`src/rtl/alu_issue_ctrl.sv`:
```
// alu_issue_ctrl: accepts 12-bit instructions, holds a 4x4 register file and sequences the external 4-bit ALU
// Ports: instr/instr_valid/instr_ready instruction handshake; alu_en/alu_op1/alu_op2/alu_opc drive the ALU,
// alu_res/alu_carry return its result; carry_flag/done/div0 report status; dbg_sel/dbg_data peek the register file.
module alu_issue_ctrl #(
  parameter int NREG = 4,
  parameter int DW   = 4
) (
  input  logic          clk,
  input  logic          rst,
  input  logic [11:0]   instr,
  input  logic          instr_valid,
  output logic          instr_ready,
  output logic          alu_en,
  output logic [DW-1:0] alu_op1,
  output logic [DW-1:0] alu_op2,
  output logic [1:0]    alu_opc,
  input  logic [DW-1:0] alu_res,
  input  logic          alu_carry,
  output logic          carry_flag,
  output logic          done,
  output logic          div0,
  input  logic [1:0]    dbg_sel,
  output logic [DW-1:0] dbg_data
);
  typedef enum logic [1:0] {IDLE, ISSUE, WB} state_t;
  state_t        state_q, state_d;
  logic [DW-1:0] regs_q [NREG];
  logic [DW-1:0] regs_d [NREG];
  logic [DW-1:0] op1_q, op1_d, op2_q, op2_d;
  logic [1:0]    opc_q, opc_d, rd_q, rd_d;
  logic          carry_q, carry_d, done_q, done_d, div0_q, div0_d;
  logic          div_zero;
  // a divide whose divisor is already zero is trapped here and never reaches the ALU
  assign div_zero = instr[10:9] == 2'b11 && regs_q[instr[4:3]] == '0;
  always_comb begin
    state_d = state_q;
    regs_d  = regs_q;
    op1_d   = op1_q;
    op2_d   = op2_q;
    opc_d   = opc_q;
    rd_d    = rd_q;
    carry_d = carry_q;
    done_d  = 1'b0;
    div0_d  = 1'b0;
    if (state_q == IDLE && instr_valid) begin
      if (instr[11]) begin
        regs_d[instr[8:7]] = instr[DW-1:0];
        done_d = 1'b1;
      end else if (div_zero) begin
        regs_d[instr[8:7]] = '1;
        carry_d = 1'b1;
        done_d  = 1'b1;
        div0_d  = 1'b1;
      end else begin
        op1_d   = regs_q[instr[6:5]];
        op2_d   = regs_q[instr[4:3]];
        opc_d   = instr[10:9];
        rd_d    = instr[8:7];
        state_d = ISSUE;
      end
    end else if (state_q == ISSUE) begin
      state_d = WB;
    end else if (state_q == WB) begin
      regs_d[rd_q] = alu_res;
      carry_d = alu_carry;
      done_d  = 1'b1;
      state_d = IDLE;
    end
  end
  always_ff @(posedge clk or posedge rst) begin
    if (rst) begin
      state_q <= IDLE;
      regs_q  <= '{default: '0};
      op1_q   <= '0;
      op2_q   <= '0;
      opc_q   <= '0;
      rd_q    <= '0;
      carry_q <= 1'b0;
      done_q  <= 1'b0;
      div0_q  <= 1'b0;
    end else begin
      state_q <= state_d;
      regs_q  <= regs_d;
      op1_q   <= op1_d;
      op2_q   <= op2_d;
      opc_q   <= opc_d;
      rd_q    <= rd_d;
      carry_q <= carry_d;
      done_q  <= done_d;
      div0_q  <= div0_d;
    end
  end
  assign instr_ready = state_q == IDLE;
  assign alu_en      = state_q == ISSUE;
  assign alu_op1     = op1_q;
  assign alu_op2     = op2_q;
  assign alu_opc     = opc_q;
  assign carry_flag  = carry_q;
  assign done        = done_q;
  assign div0        = div0_q;
  assign dbg_data    = regs_q[dbg_sel];
endmodule

```
`config.mk`:
```
export PLATFORM = sky130hd
export DESIGN_NAME = alu_issue_ctrl
export DESIGN_NICKNAME = d
export VERILOG_FILES = /design/src/rtl/alu_issue_ctrl.sv
export SDC_FILE = /design/constraint.sdc
export NUM_CORES = 1
export LEC_CHECK = 0
export CORE_UTILIZATION = 55
export DETAILED_ROUTE_END_ITERATION = 8
export PLACE_DENSITY_LB_ADDON = 0.2
export SLEW_MARGIN = 40
export SYNTH_ARGS = -nofsm -noshare
export SYNTH_HDL_FRONTEND = slang
export SYNTH_SLANG_ARGS = --single-unit
```
`constraint.sdc`:
```
create_clock -name clk -period 5.43 [get_ports clk]
set_input_delay 1.086 -clock clk [delete_from_list [all_inputs] [get_ports clk]]
set_output_delay 1.086 -clock clk [all_outputs]
set_load 0.05 [all_outputs]
```
==> results.md <==
- Final worst slack: 1390 ps
- Number of H-tree levels: 2
- Reg2Reg Depth: 4
- # rows: 21
- Clock transition at path regs: 100 ps
- Worst setup SP type: input pin
- Crit path required time: 4340 ps
- Die H: 61.9 microns
- Post-route ant nets: 0
- CTS tree: done
- Maximum VDD drop: 0.000252 V
- Postcts setup bufs: 0
- Antenna violations before repair: 0
- DRC Markers: 0
- Post-Synthesis Cells: 178
- Starting Density: 0.583
- Post-Syn Area: 1970 sq um
- Average vias per placed instance: 6.53
- Cell leakage power: 0.991 nW
- Top cells by count, synth: dfrtp_1, a21oi_1, o22ai_1, mux2_2, mux2_1
- Synth area leader: dfrtp_1
- Area growth from synthesis to layout: 24.8%
- Port Buffers: 40
- Core Region: 3390 sq um
- EDFF count, synth: 0
- Hold path endpoint: alu_op2[1]
- Worst min-delay path class: flop to flop
- Worst r2r src: regs_q[9]
- CTS resizes: 0
- Final Slew Violations: 0
- Compound-Gate Fraction of Synth Area: 0.172
- Clock network power share: 0.096
- Min Hold Slack: 503 ps
- Grt total ovfl: 0
- Cts hold-fix bufs: 0
- XOR/XNOR share of the synthesized area: 0
- Root Driver: clkbuf_4
- DR WL/cell: 18.3 microns
- Sum Neg Setup Slack: 0 ps
- DP HPWL: 3640 microns
- Slew Limit Headroom: 0.487
- Post-synth top area share: 0.418
- Crit-path max FO: 4
- Antenna Cells: 0
- Total die area: 3830 sq um
- Switching Fraction: 0.476
- Die width: 61.9 microns
- Syn avg cell area: 11.1 sq um
- Clock tree buffer depth: 2
- Asr flop ratio synth: 1.00
- Post-synthesis mux area share: 0.290
- Inserted Clock Buffers: 5
- Status: finished clean
- Hold Fails Final Rpt: 0
- First-pass GRT wire length: 7490 microns
- Reg2Reg Capture Point: alu_op2[1]
- Final WL: 4870 microns
- Final Cycle Share: 0.743
- Largest net degree at the start of global routing: 34
- Unique cell type count in the Yosys netlist: 32
- Vias in the first global route: 1563
- Setup WS pre-CTS: 1390 ps
- Hold path depth: 1
- Simple-gate share of the synthesized area: 0.101
- Final Wtd Congestion: 0.903
- Worst-margin pin slew: 766 ps
- Final Critical Period: 4040 ps
- Crit Path Category: input pin to primary output
- Worst-skew pair later-pin latency: 340 ps
- Worst Skew: 12.0 ps
- # setup viols final: 0
- Final #Nets: 241
- Combinational share of power: 0.544
- Sequential area share after synthesis: 0.418
- Most common cell in the synthesized netlist: dfrtp_1
- Maxcap violations: 0
- CP Data Arrival Time: 2950 ps
- Hold Crit Start: alu_op2[1]
- Unrepaired setup endpoints after global routing: false
- Vias: 1736
- FMAX: 0.248 GHz
- Top_reg_cell synth: dfrtp_1
- Layout cells sized above 1: 0.159
- I/O Pins: 41
- Most area-consuming cells after synthesis: dfrtp_1, mux4_2, mux2_2
- Main combinational cell family by area after synthesis: multiplexers
- Power Internal: 0.731 mW
- Clock sink count: 33
- Mapped Nets: 200
- First-pass DRT Iterations: 6
- Flop pwr share: 0.360
- Starting DRC count in detailed routing: 150
- Synthesis-stage register bit count: 33
- Sw power: 0.664 mW
- Pwr dens: 566 nW/um^2
- Total global-route track usage: 0.280
- YS warnings: 0
- Endpoint class of the critical path: primary output
- R2r setup slk: 3060 ps
- Adder-Cell Fraction of Synth Area: 0
## power by group through the flow
stage	Combinational, mW	Clock (mW)	Sequential [mW]
3_5_place_dp	0.758	0	0.501
6_report	0.759	0.133	0.503
4_1_cts	0.760	0.135	0.496
2_1_floorplan	0.409	0	0.595
3_3_place_gp	0.741	0	0.490
5_1_grt	0.810	0.147	0.519
## placed cells by master, fill, tap and decap left out, types with 2 or more instances in the layout
cell type	synthesis	routed
a21oi_1	22	22
and2_1	2	2
clkbuf_4	0	5
clkdlybuf4s50_1	0	40
clkinv_2	0	2
dfrtp_1	33	33
inv_1	2	2
mux2_1	13	13
mux2_2	14	14
mux2i_1	2	2
mux4_2	11	11
nand2_1	11	11
nand2b_1	2	2
nand3_1	4	4
nand3b_1	2	2
nor2_1	7	7
nor2b_1	3	3
nor3_1	2	2
o21ai_0	9	9
o21ai_1	3	3
o22ai_1	16	16
## critical path, cell delays in order
cell and delay, ps:
clkdlybuf4s50_1 590, mux4_2 540, clkdlybuf4s50_1 730
## layer usage
metal,global-route usage,wire [microns],share of wire,up-vias
li1,-,-,-,776
met1,0.366,1830,0.38,834
met2,0.456,2510,0.51,112
met3,0.0787,458,0.094,14
met4,0.0794,76,0.016,0
met5,0,0,0,-
## registers in the layout, indices dropped and copies added (netlist names)
signal and flops:
div0 1, alu_opc 2, carry_flag 1, alu_op2 4, state_q 2, done 1, rd_q 2, regs_q 16
alu_op1 4
## how the worst max path moves through the flow
stage                    start           to  slack [ps]  cells after the start
CTS                 dbg_sel[1]  dbg_data[2]        1390                      3
floorplan             instr[4]   alu_op2[1]        2340                      5
detailed placement  dbg_sel[1]  dbg_data[2]        1390                      3
global route        dbg_sel[1]  dbg_data[2]        1360                      3
global placement    dbg_sel[1]  dbg_data[0]        1440                      3
finish              dbg_sel[1]  dbg_data[2]        1390                      3
## cells by family after synthesis
kind of cell,count (synthesis)
buffers and inverters,10
muxes,40
AOI/OAI and AO/OA,56
and+or+nand+nor,39
DFF,33
## cell type report
cell class,count,area [sq um]
clock inverters,2,10.0
repair buffers,41,408
fillers,237,925
well taps,46,57.6
clock buffers,6,41.3
inverters,3,11.3
flip-flops and latches,33,826
multi-input cells,135,1110
## metrics by stage
| step | util | power, mW | cells | area (sq um) |
|---|---|---|---|---|
| 3_5_place_dp | 0.712 | 1.26 | 258 | 2410 |
| 4_1_cts | 0.727 | 1.39 | 266 | 2460 |
| 3_3_place_gp | 0.712 | 1.23 | 258 | 2410 |
| 5_1_grt | 0.727 | 1.48 | 266 | 2460 |
| 6_report | 0.727 | 1.40 | 266 | 2460 |
| 2_1_floorplan | - | 1.00 | 178 | 1970 |
No activity file was read; power rests on OpenSTA's default activity.
